`src/rtl/seq_sign_normalizer_pkg.sv`:
```
// Shared types and constants for the sequential sign normalizer.
// Holds the FSM state enum, datapath widths and an all-sign helper.
package norm_pkg;

    localparam int DATA_W  = 32;
    localparam int AMT_W   = 5;
    localparam int COARSE  = 4;
    localparam int AMT_MAX = 31;

    typedef enum logic [1:0] {
        IDLE,
        SHIFT,
        DONE
    } state_e;

    // True for operands with no significant bits (0 or -1).
    function automatic logic all_sign(input logic [DATA_W-1:0] d);
        return (d == '0) || (&d);
    endfunction

endpackage

```
`src/rtl/seq_sign_normalizer_if.sv`:
```
// Operand/result handshake bundle for the sign normalizer.
// slave: the normalizer; master: the producer/consumer side.
// OUT_ZERO exists only when NORM_ZERO_DET_EN is defined.
interface seq_sign_normalizer_if;
    import norm_pkg::*;

    logic              IN_VALID;
    logic              IN_READY;
    logic [DATA_W-1:0] D_IN;
    logic              OUT_VALID;
    logic              OUT_READY;
    logic [DATA_W-1:0] D_OUT;
    logic [AMT_W-1:0]  SH_AMT;
`ifdef NORM_ZERO_DET_EN
    logic              OUT_ZERO;
`endif

    modport slave (
        input  IN_VALID,
        input  D_IN,
        input  OUT_READY,
        output IN_READY,
        output OUT_VALID,
        output D_OUT,
`ifdef NORM_ZERO_DET_EN
        output OUT_ZERO,
`endif
        output SH_AMT
    );

    modport master (
        output IN_VALID,
        output D_IN,
        output OUT_READY,
        input  IN_READY,
        input  OUT_VALID,
        input  D_OUT,
`ifdef NORM_ZERO_DET_EN
        input  OUT_ZERO,
`endif
        input  SH_AMT
    );

endinterface

```
`src/rtl/seq_sign_normalizer_step.sv`:
```
// Combinational single-step decision for the normalizer.
// In: d_i, amt_i. Out: d_o, amt_o (next values), done_o (no step left).
module norm_step
    import norm_pkg::*;
(
    input  logic [DATA_W-1:0] d_i,
    input  logic [AMT_W-1:0]  amt_i,
    output logic [DATA_W-1:0] d_o,
    output logic [AMT_W-1:0]  amt_o,
    output logic              done_o
);

    logic [COARSE:0] top;
    logic [AMT_W:0]  amt_x;
    logic            coarse_ok;
    logic            fine_ok;

    assign top   = d_i[DATA_W-1 -: COARSE+1];
    // One extra bit so the +COARSE guard cannot wrap.
    assign amt_x = {1'b0, amt_i};

    // Top COARSE+1 bits equal: COARSE of them are redundant sign bits.
    assign coarse_ok = ((top == '0) || (&top))
                    && ((amt_x + (AMT_W+1)'(COARSE))
                        <= (AMT_W+1)'(AMT_MAX));

    assign fine_ok = (d_i[DATA_W-1] == d_i[DATA_W-2])
                  && (amt_i < AMT_W'(AMT_MAX));

    always_comb begin
        d_o    = d_i;
        amt_o  = amt_i;
        done_o = 1'b0;
        priority case (1'b1)
            coarse_ok: begin
                d_o   = d_i << COARSE;
                amt_o = amt_i + AMT_W'(COARSE);
            end
            fine_ok: begin
                d_o   = d_i << 1;
                amt_o = amt_i + AMT_W'(1);
            end
            default: done_o = 1'b1;
        endcase
    end

endmodule

```
`src/rtl/seq_sign_normalizer.sv`:
```
// Multi-cycle sign normalizer: shifts left until bit31 != bit30.
// Ports: CLK, RST_N (async low), bus (slave: IN_*/D_IN in,
// OUT_*/D_OUT/SH_AMT out). Option macro: NORM_ZERO_DET_EN
// (adds OUT_ZERO and a one-edge shortcut for all-sign operands).
module seq_sign_normalizer
    import norm_pkg::*;
(
    input  logic                 CLK,
    input  logic                 RST_N,
    seq_sign_normalizer_if.slave bus
);

    state_e            state_q;
    logic [DATA_W-1:0] d_q;
    logic [AMT_W-1:0]  amt_q;
    logic              in_ready_q;
    logic              out_valid_q;

    logic [DATA_W-1:0] d_d;
    logic [AMT_W-1:0]  amt_d;
    logic              done_d;

    norm_step u_step (
        .d_i    (d_q),
        .amt_i  (amt_q),
        .d_o    (d_d),
        .amt_o  (amt_d),
        .done_o (done_d)
    );

    assign bus.IN_READY  = in_ready_q;
    assign bus.OUT_VALID = out_valid_q;
    assign bus.D_OUT     = d_q;
    assign bus.SH_AMT    = amt_q;

`ifdef NORM_ZERO_DET_EN
    logic zero_q;

    assign bus.OUT_ZERO = zero_q;

    always_ff @(posedge CLK or negedge RST_N) begin
        if (!RST_N) begin
            zero_q <= 1'b0;
        end else if (state_q == IDLE && bus.IN_VALID) begin
            zero_q <= (bus.D_IN == '0);
        end
    end
`endif

    always_ff @(posedge CLK or negedge RST_N) begin
        if (!RST_N) begin
            state_q     <= IDLE;
            d_q         <= '0;
            amt_q       <= '0;
            in_ready_q  <= 1'b1;
            out_valid_q <= 1'b0;
        end else begin
            unique case (state_q)
                IDLE: begin
                    if (bus.IN_VALID) begin
                        d_q        <= bus.D_IN;
                        amt_q      <= '0;
                        state_q    <= SHIFT;
                        in_ready_q <= 1'b0;
`ifdef NORM_ZERO_DET_EN
                        // Same end result as the full walk, in one edge.
                        if (all_sign(bus.D_IN)) begin
                            d_q         <= bus.D_IN << (DATA_W-1);
                            amt_q       <= AMT_W'(AMT_MAX);
                            state_q     <= DONE;
                            out_valid_q <= 1'b1;
                        end
`endif
                    end
                end
                SHIFT: begin
                    if (done_d) begin
                        state_q     <= DONE;
                        out_valid_q <= 1'b1;
                    end else begin
                        d_q   <= d_d;
                        amt_q <= amt_d;
                    end
                end
                DONE: begin
                    // Registers hold; ready returns only in IDLE.
                    if (bus.OUT_READY) begin
                        state_q     <= IDLE;
                        out_valid_q <= 1'b0;
                        in_ready_q  <= 1'b1;
                    end
                end
                default: begin
                    state_q     <= IDLE;
                    in_ready_q  <= 1'b1;
                    out_valid_q <= 1'b0;
                end
            endcase
        end
    end

endmodule

```
`src/flat_wrapper.sv`:
```
// flat-port wrapper written by rule: the top's interface ports become plain ports
module seq_sign_normalizer_flat import norm_pkg::*;
  (CLK, RST_N, bus_IN_VALID, bus_D_IN, bus_OUT_READY, bus_IN_READY, bus_OUT_VALID, bus_D_OUT, bus_SH_AMT);
  seq_sign_normalizer_if bus_i ();
  input  logic CLK;
  input  logic RST_N;
  input wire logic [$bits(bus_i.IN_VALID)-1:0] bus_IN_VALID;
  input wire logic [$bits(bus_i.D_IN)-1:0] bus_D_IN;
  input wire logic [$bits(bus_i.OUT_READY)-1:0] bus_OUT_READY;
  output wire logic [$bits(bus_i.IN_READY)-1:0] bus_IN_READY;
  output wire logic [$bits(bus_i.OUT_VALID)-1:0] bus_OUT_VALID;
  output wire logic [$bits(bus_i.D_OUT)-1:0] bus_D_OUT;
  output wire logic [$bits(bus_i.SH_AMT)-1:0] bus_SH_AMT;
  assign bus_i.IN_VALID = bus_IN_VALID;
  assign bus_i.D_IN = bus_D_IN;
  assign bus_i.OUT_READY = bus_OUT_READY;
  assign bus_IN_READY = bus_i.IN_READY;
  assign bus_OUT_VALID = bus_i.OUT_VALID;
  assign bus_D_OUT = bus_i.D_OUT;
  assign bus_SH_AMT = bus_i.SH_AMT;
  seq_sign_normalizer u_core (.CLK(CLK), .RST_N(RST_N), .bus(bus_i));
endmodule
```
`config.mk`:
```
export PLATFORM = sky130hd
export DESIGN_NAME = seq_sign_normalizer_flat
export DESIGN_NICKNAME = d
export VERILOG_FILES = /design/src/rtl/seq_sign_normalizer_pkg.sv /design/src/rtl/seq_sign_normalizer_if.sv /design/src/rtl/seq_sign_normalizer_step.sv /design/src/rtl/seq_sign_normalizer.sv /design/src/flat_wrapper.sv
export SDC_FILE = /design/constraint.sdc
export NUM_CORES = 1
export LEC_CHECK = 0
export ABC_AREA = 1
export CORE_MARGIN = 2
export CORE_UTILIZATION = 56
export DETAILED_ROUTE_END_ITERATION = 8
export HOLD_SLACK_MARGIN = 0.1
export PLACE_DENSITY = 0.87
export SLEW_MARGIN = 20
export SYNTH_ARGS = -nofsm -noshare
export SYNTH_HDL_FRONTEND = slang
export SYNTH_HIERARCHICAL = 1
export SYNTH_SLANG_ARGS = --single-unit
export TNS_END_PERCENT = 10
```
`constraint.sdc`:
```
create_clock -name CLK -period 2.36 [get_ports CLK]
set_input_delay 0.472 -clock CLK [delete_from_list [all_inputs] [get_ports CLK]]
set_output_delay 0.472 -clock CLK [all_outputs]
set_load 0.005 [all_outputs]
```
After elaboration in Yosys (flattened, before gate mapping)
Cells that the tools add are included.
- flip-flop bits (word level): 41
- output and inout bits: 39
- logic and storage cells: 53
- $add $sub $neg: 3
- $lt $le $gt $ge: 2
- equality and inequality tests: 8
- muxes and demuxes: 22
- bitwise gates (word level): 2
- reduce and logical (&&, ||, !) cells: 11
- operator list (operator ; count):
    32-bit 2-to-1 mux ; 4
    32-bit case mux with 2 select lines ; 1
    5-bit 2-to-1 mux ; 4
    5-bit case mux with 2 select lines ; 1
    3-bit AND reduction ; 3
    5-bit by 3-bit adder with 6-bit output, second input constant ; 1
    6-bit by 5-bit <= comparator with 1-bit output, second input constant ; 1
    1-bit 2-to-1 mux ; 6
    2-bit 2-to-1 mux ; 3
    2-bit != test, second input constant ; 3
    1-bit case mux with 3 select lines ; 2
    2-bit case mux with 3 select lines ; 1
    5-bit by 1-bit adder with 5-bit output, second input constant ; 1
    5-bit by 3-bit adder with 5-bit output, second input constant ; 1
    5-bit zero test ; 1
    5-bit < comparator, second input constant ; 1
    5-bit AND reduction ; 1
    4-bit AND reduction ; 1
    3-bit != test, second input constant ; 1
    2-bit by 1-bit equality test with 1-bit output, second input constant ; 1
    2-bit equality test, second input constant ; 1
    1-bit logical AND ; 2
    2-bit zero test ; 1
    2-bit by 1-bit != test with 1-bit output, second input constant ; 1
    other kinds (4) ; 5

Depth between registers and ports, before layout
- depth after elaboration: 6
- mapped depth: 13
- depth with buffers taken out: 12

Cells and area by module
Netlist, hierarchy kept.
- modules (own cells, without submodules) (module ; instances ; cells each ; area an instance (µm²) ; seq. area each (µm²)):
    seq_sign_normalizer ; 1 ; 292 ; 2129.5 ; 1027.2
    norm_step ; 1 ; 264 ; 1249.9 ; 0.0

Worst setup path before layout
Ideal clock, no wire load.
- path kind: reg-to-reg
- start: reg u_core.amt_q[2], in the netlist u_core/bus.SH_AMT[2]
- end: reg u_core.amt_q[4], in the netlist u_core/bus.SH_AMT[4]
- setup time: 65 ps
- arrival: 1604 ps
- data required time: 2295 ps
- setup slack: 691 ps
- cell stages (with the launch flop): 10
- path through: dfrtp_1 -> nand3_1 -> o21ai_4 -> buf_6 -> inv_1 -> nand3_1 -> buf_4 -> buf_4 -> nand3_1 -> nand2_1
- cells in the longest elaborated chain, start to end: 6
- RTL lines (element ; RTL line ; text):
    from (decl) ; seq_sign_normalizer.sv:15 ; logic [AMT_W-1:0] amt_q;
    from (signal assigned) ; seq_sign_normalizer.sv:82 ; amt_q <= amt_d;
    5-bit by 3-bit adder with 6-bit output or 5-bit < comparator (tied branches) ; seq_sign_normalizer_step.sv:24, seq_sign_normalizer_step.sv:28 ;
    6-bit by 5-bit <= comparator with 1-bit output or 1-bit logical AND (tied branches) ; seq_sign_normalizer_step.sv:25, seq_sign_normalizer_step.sv:28 ;
    1-bit logical AND or 1-bit 2-to-1 mux (tied branches) ; seq_sign_normalizer_step.sv:24, seq_sign_normalizer_step.sv:34 ;
    1-bit 2-to-1 mux (*) ; seq_sign_normalizer_step.sv:34 ; priority case (1'b1)
    net u_core.done_d ; seq_sign_normalizer.sv:21 ; logic done_d;
    2-bit != test (no source line) (*) ; -- ;
    4-bit AND reduction (no source line) (*) ; -- ;
The timed path passes the listed nets; every way through them passes the cells marked *. The select of a mux whose other input is x is not followed.
A chain may end at the register's enable or synchronous reset.

Worst setup path after layout
- start: reg u_core.amt_q[4], in the netlist u_core/bus.SH_AMT[4]
- end: reg u_core.d_q[27], in the netlist u_core/bus.D_OUT[27]
- cells in the longest elaborated chain, start to end: 6
- RTL lines (element ; RTL line ; text):
    5-bit by 3-bit adder with 6-bit output ; seq_sign_normalizer_step.sv:24 ; && ((amt_x + (AMT_W+1)'(COARSE))
    6-bit by 5-bit <= comparator with 1-bit output ; seq_sign_normalizer_step.sv:25 ; <= (AMT_W+1)'(AMT_MAX));
    1-bit logical AND ; seq_sign_normalizer_step.sv:24 ;
    32-bit 2-to-1 mux ; seq_sign_normalizer_step.sv:34 ;
    net u_core.d_d[27] ; seq_sign_normalizer.sv:19 ; logic [DATA_W-1:0] d_d;
    32-bit 2-to-1 mux ; seq_sign_normalizer.sv:77 ; if (done_d) begin
    32-bit case mux with 2 select lines ; seq_sign_normalizer.sv:58 ; unique case (state_q)
    to (signal assigned) ; seq_sign_normalizer.sv:61 ; d_q <= bus.D_IN;
    to (decl) ; seq_sign_normalizer.sv:14 ; logic [DATA_W-1:0] d_q;
The timed path passes the listed nets, and every way through them passes these cells. The select of a mux whose other input is x is not followed.

==> results.yml <==
grt:
  track_usage_pct: 30.4
  grt_max_degree: 39
  grt.overflow.total: 0
  antenna_found_initial: 0
  grt_pass1_wl_um: 16200
  grt_pass1_vias: 3623
clock_network:
  hold_buffers: 0
  cts_resized: 0
  clkLatencyLatePin_ns: 0.30
  clk_pin_slew_ns: 0.08
  cts_max_level: 2
  clk_path_buf_depth: 2
  cts_tree: "yes"
  numCtsBuffers: 5
  cts_sinks: 41
  post_cts_buffers: 0
  clock-root-buffer: "clkbuf_8"
detailed_routing:
  wirelength_um: 9630
  remaining_drc_errors: 0
  viasPerCell: 5.74
  dr.pass1.iters: 6
  ant_nets: 0
  vias: 3920
  avgRoutedWirePerCell_um: 14.1
  drt_iter0_drc: 499
floorplanning:
  rows: 28
  design.core.area_sq_um: 5890
  die_y_um: 81.7
  io_pins: 75
  die_width_um: 81.7
  die_area_sq_um: 6670
  initial_core_util_pct: 57.4
logic_synthesis:
  synth_top_area_cell: "dfrtp_1"
  yosysUniqueCellTypes: 22
  synth_top_area_share_pct: 29.6
  synth_edf_count: 0
  ys.warnings.count: 6
  synth_seq_cells: 41
  synth_area_sq_um: 3380
  synth_nets: 594
  dominantRegCellSynth: "dfrtp_1"
  yosysSeqAreaShare_pct: 30.4
  postSynth.asyncResetShare_pct: 100
  syn-mean-instance-area_sq_um: 6.08
  synth.area.top_cells: "dfrtp_1, nand2_1, nand3_1"
  syn_inst: 556
placed_design:
  pre_cts_slack_ns: 0.428
  placement.io_buffers: 74
  dpl_cell_area_sq_um: 4010
  hpwl_um: 6130
  place_congestion: 0.854
timing:
  worst_slack_ns: 0.365
  fmax_mhz: 501
  worst_pin_slew_ns: 0.728
  drv_slew: 0
  finalHoldViolCount: 0
  holdWs_ns: 0.126
  setup_viol: 0
  slew_headroom_pct: 51.3
  min_period_over_period_pct: 84.5
  setup-tns-final_ns: 0
  skew_ns: 0.0115
  period_minus_slack_ns: 2.00
  rsz0062_at_grt: "false"
layout:
  multi_input_area_sq_um: 1900
  layout-drive-gt1-share_pct: 4.77
  seqCellArea_sq_um: 1030
  fillCellCount: 511
  diodes: 0
  syn_to_final_growth_pct: 22.2
  final_cell_mix: "nand2_1, nand3_1, clkdlybuf4s50_1, inv_1, dfrtp_1"
  nNetsFinal: 645
  final_cell_area_sq_um: 4130
  mostFrequentLayoutCell: "nand2_1"
critical_path:
  worstSetupStartpointType: "register"
  path_class: "register to register"
  required_ns: 2.59
  worst_setup_path_end_kind: "register"
  cp_max_fo: 35
  cp.arrival_ns: 2.23
run:
  drv_cap: 0
power_and_ir_drop:
  ir_drop_mv: 1.04
  p_per_area_nw_per_um2: 1410
  cellLeakagePower_nw: 2.25
run_status:
  outcome: "finished, final reports clean"
hold_path:
  worstHoldPathType: "input pin to async pin"
==> layer usage <==
layer	track usage [%]	share of wire [%]
met2	51.6	48
met4	10.8	1.9
met3	4.40	8.3
met1	39.6	42
met5	0	0
==> registers in the layout, summed over array words and instances (netlist names) <==
register	flops
u_core/bus.D_OUT	32
u_core/bus.SH_AMT	5
u_core/state_q	2
u_core/bus.IN_READY	1
u_core/bus.OUT_VALID	1
==> cell usage after synthesis (2+ instances only) <==
library cell / number
buf_6: 7
buf_1: 2
nand4_1: 4
a21oi_1: 3
nand2_2: 4
clkbuf_1: 3
buf_2: 15
nand3_1: 168
nand2_1: 235
buf_4: 15
inv_1: 44
nor2_1: 6
dfrtp_1: 40
ha_1: 2
==> per-stage QoR <==
step,power [mW],std cells,util [%]
final,5.82,683,70.2
after global routing,6.41,683,70.2
after CTS,5.76,683,70.2
after detailed placement,5.13,675,68.2
after global placement,5.02,675,68.2
after floorplan,4.09,556,-
==> power by group <==
part           internal [mW]  switching, mW  total (mW)
logic                   1.56           2.21        3.77
registers               1.02          0.416        1.44
clock network          0.346          0.266       0.611
total                   2.93           2.89        5.82
==> layout make-up <==
| cell class | count | share of cell area [%] |
|---|---|---|
| inverter | 45 | 4.09 |
| timing repair buffer | 86 | 20.0 |
| sequential | 41 | 24.9 |
| clock inverter | 1 | 0.727 |
| clock buffer | 7 | 2.09 |
| multi-input combinational | 428 | 46.0 |
| tap | 75 | 2.27 |
==> cells by family after synthesis <==
group                    count (synthesis)  share of synthesized area, %
XOR/XNOR                                 1                         0.259
AO/OA/AOI/OAI                            5                          1.15
AND/OR/NAND/NOR                        420                          54.0
buffers and inverters                   87                          13.4
flip-flops                              41                          30.4
adder cells (fa/ha/maj)                  2                         0.740
==> critical path, cell delays in order (launching register included) <==
cell and delay, ns:
dfrtp_1 0.49, nand2_2 0.15, inv_2 0.09, nand2_2 0.24
nand2_4 0.41, nand3_1 0.14, nand2_1 0.10, nand3_1 0.07
nand2_1 0.08, nand2_1 0.05, nand2_1 0.10
==> worst paths after layout <==
path | startpoint | to | slack (ns) | cells after the start
setup / recovery | u_core/bus.SH_AMT[4] | u_core/bus.D_OUT[27] | 0.36 | 10
hold / removal | RST_N | u_core/bus.D_OUT[25] | 0.13 | 1
setup reg to reg | u_core/bus.SH_AMT[4] | u_core/bus.D_OUT[27] | 0.36 | 10
hold reg to reg | u_core/bus.IN_READY | u_core/bus.IN_READY | 0.47 | 2
max in group asynchronous | RST_N | u_core/bus.D_OUT[31] | 1.55 | 2
min in group CLK | u_core/bus.IN_READY | u_core/bus.IN_READY | 0.47 | 2
Note: power is estimated with default switching activity, not from simulation.
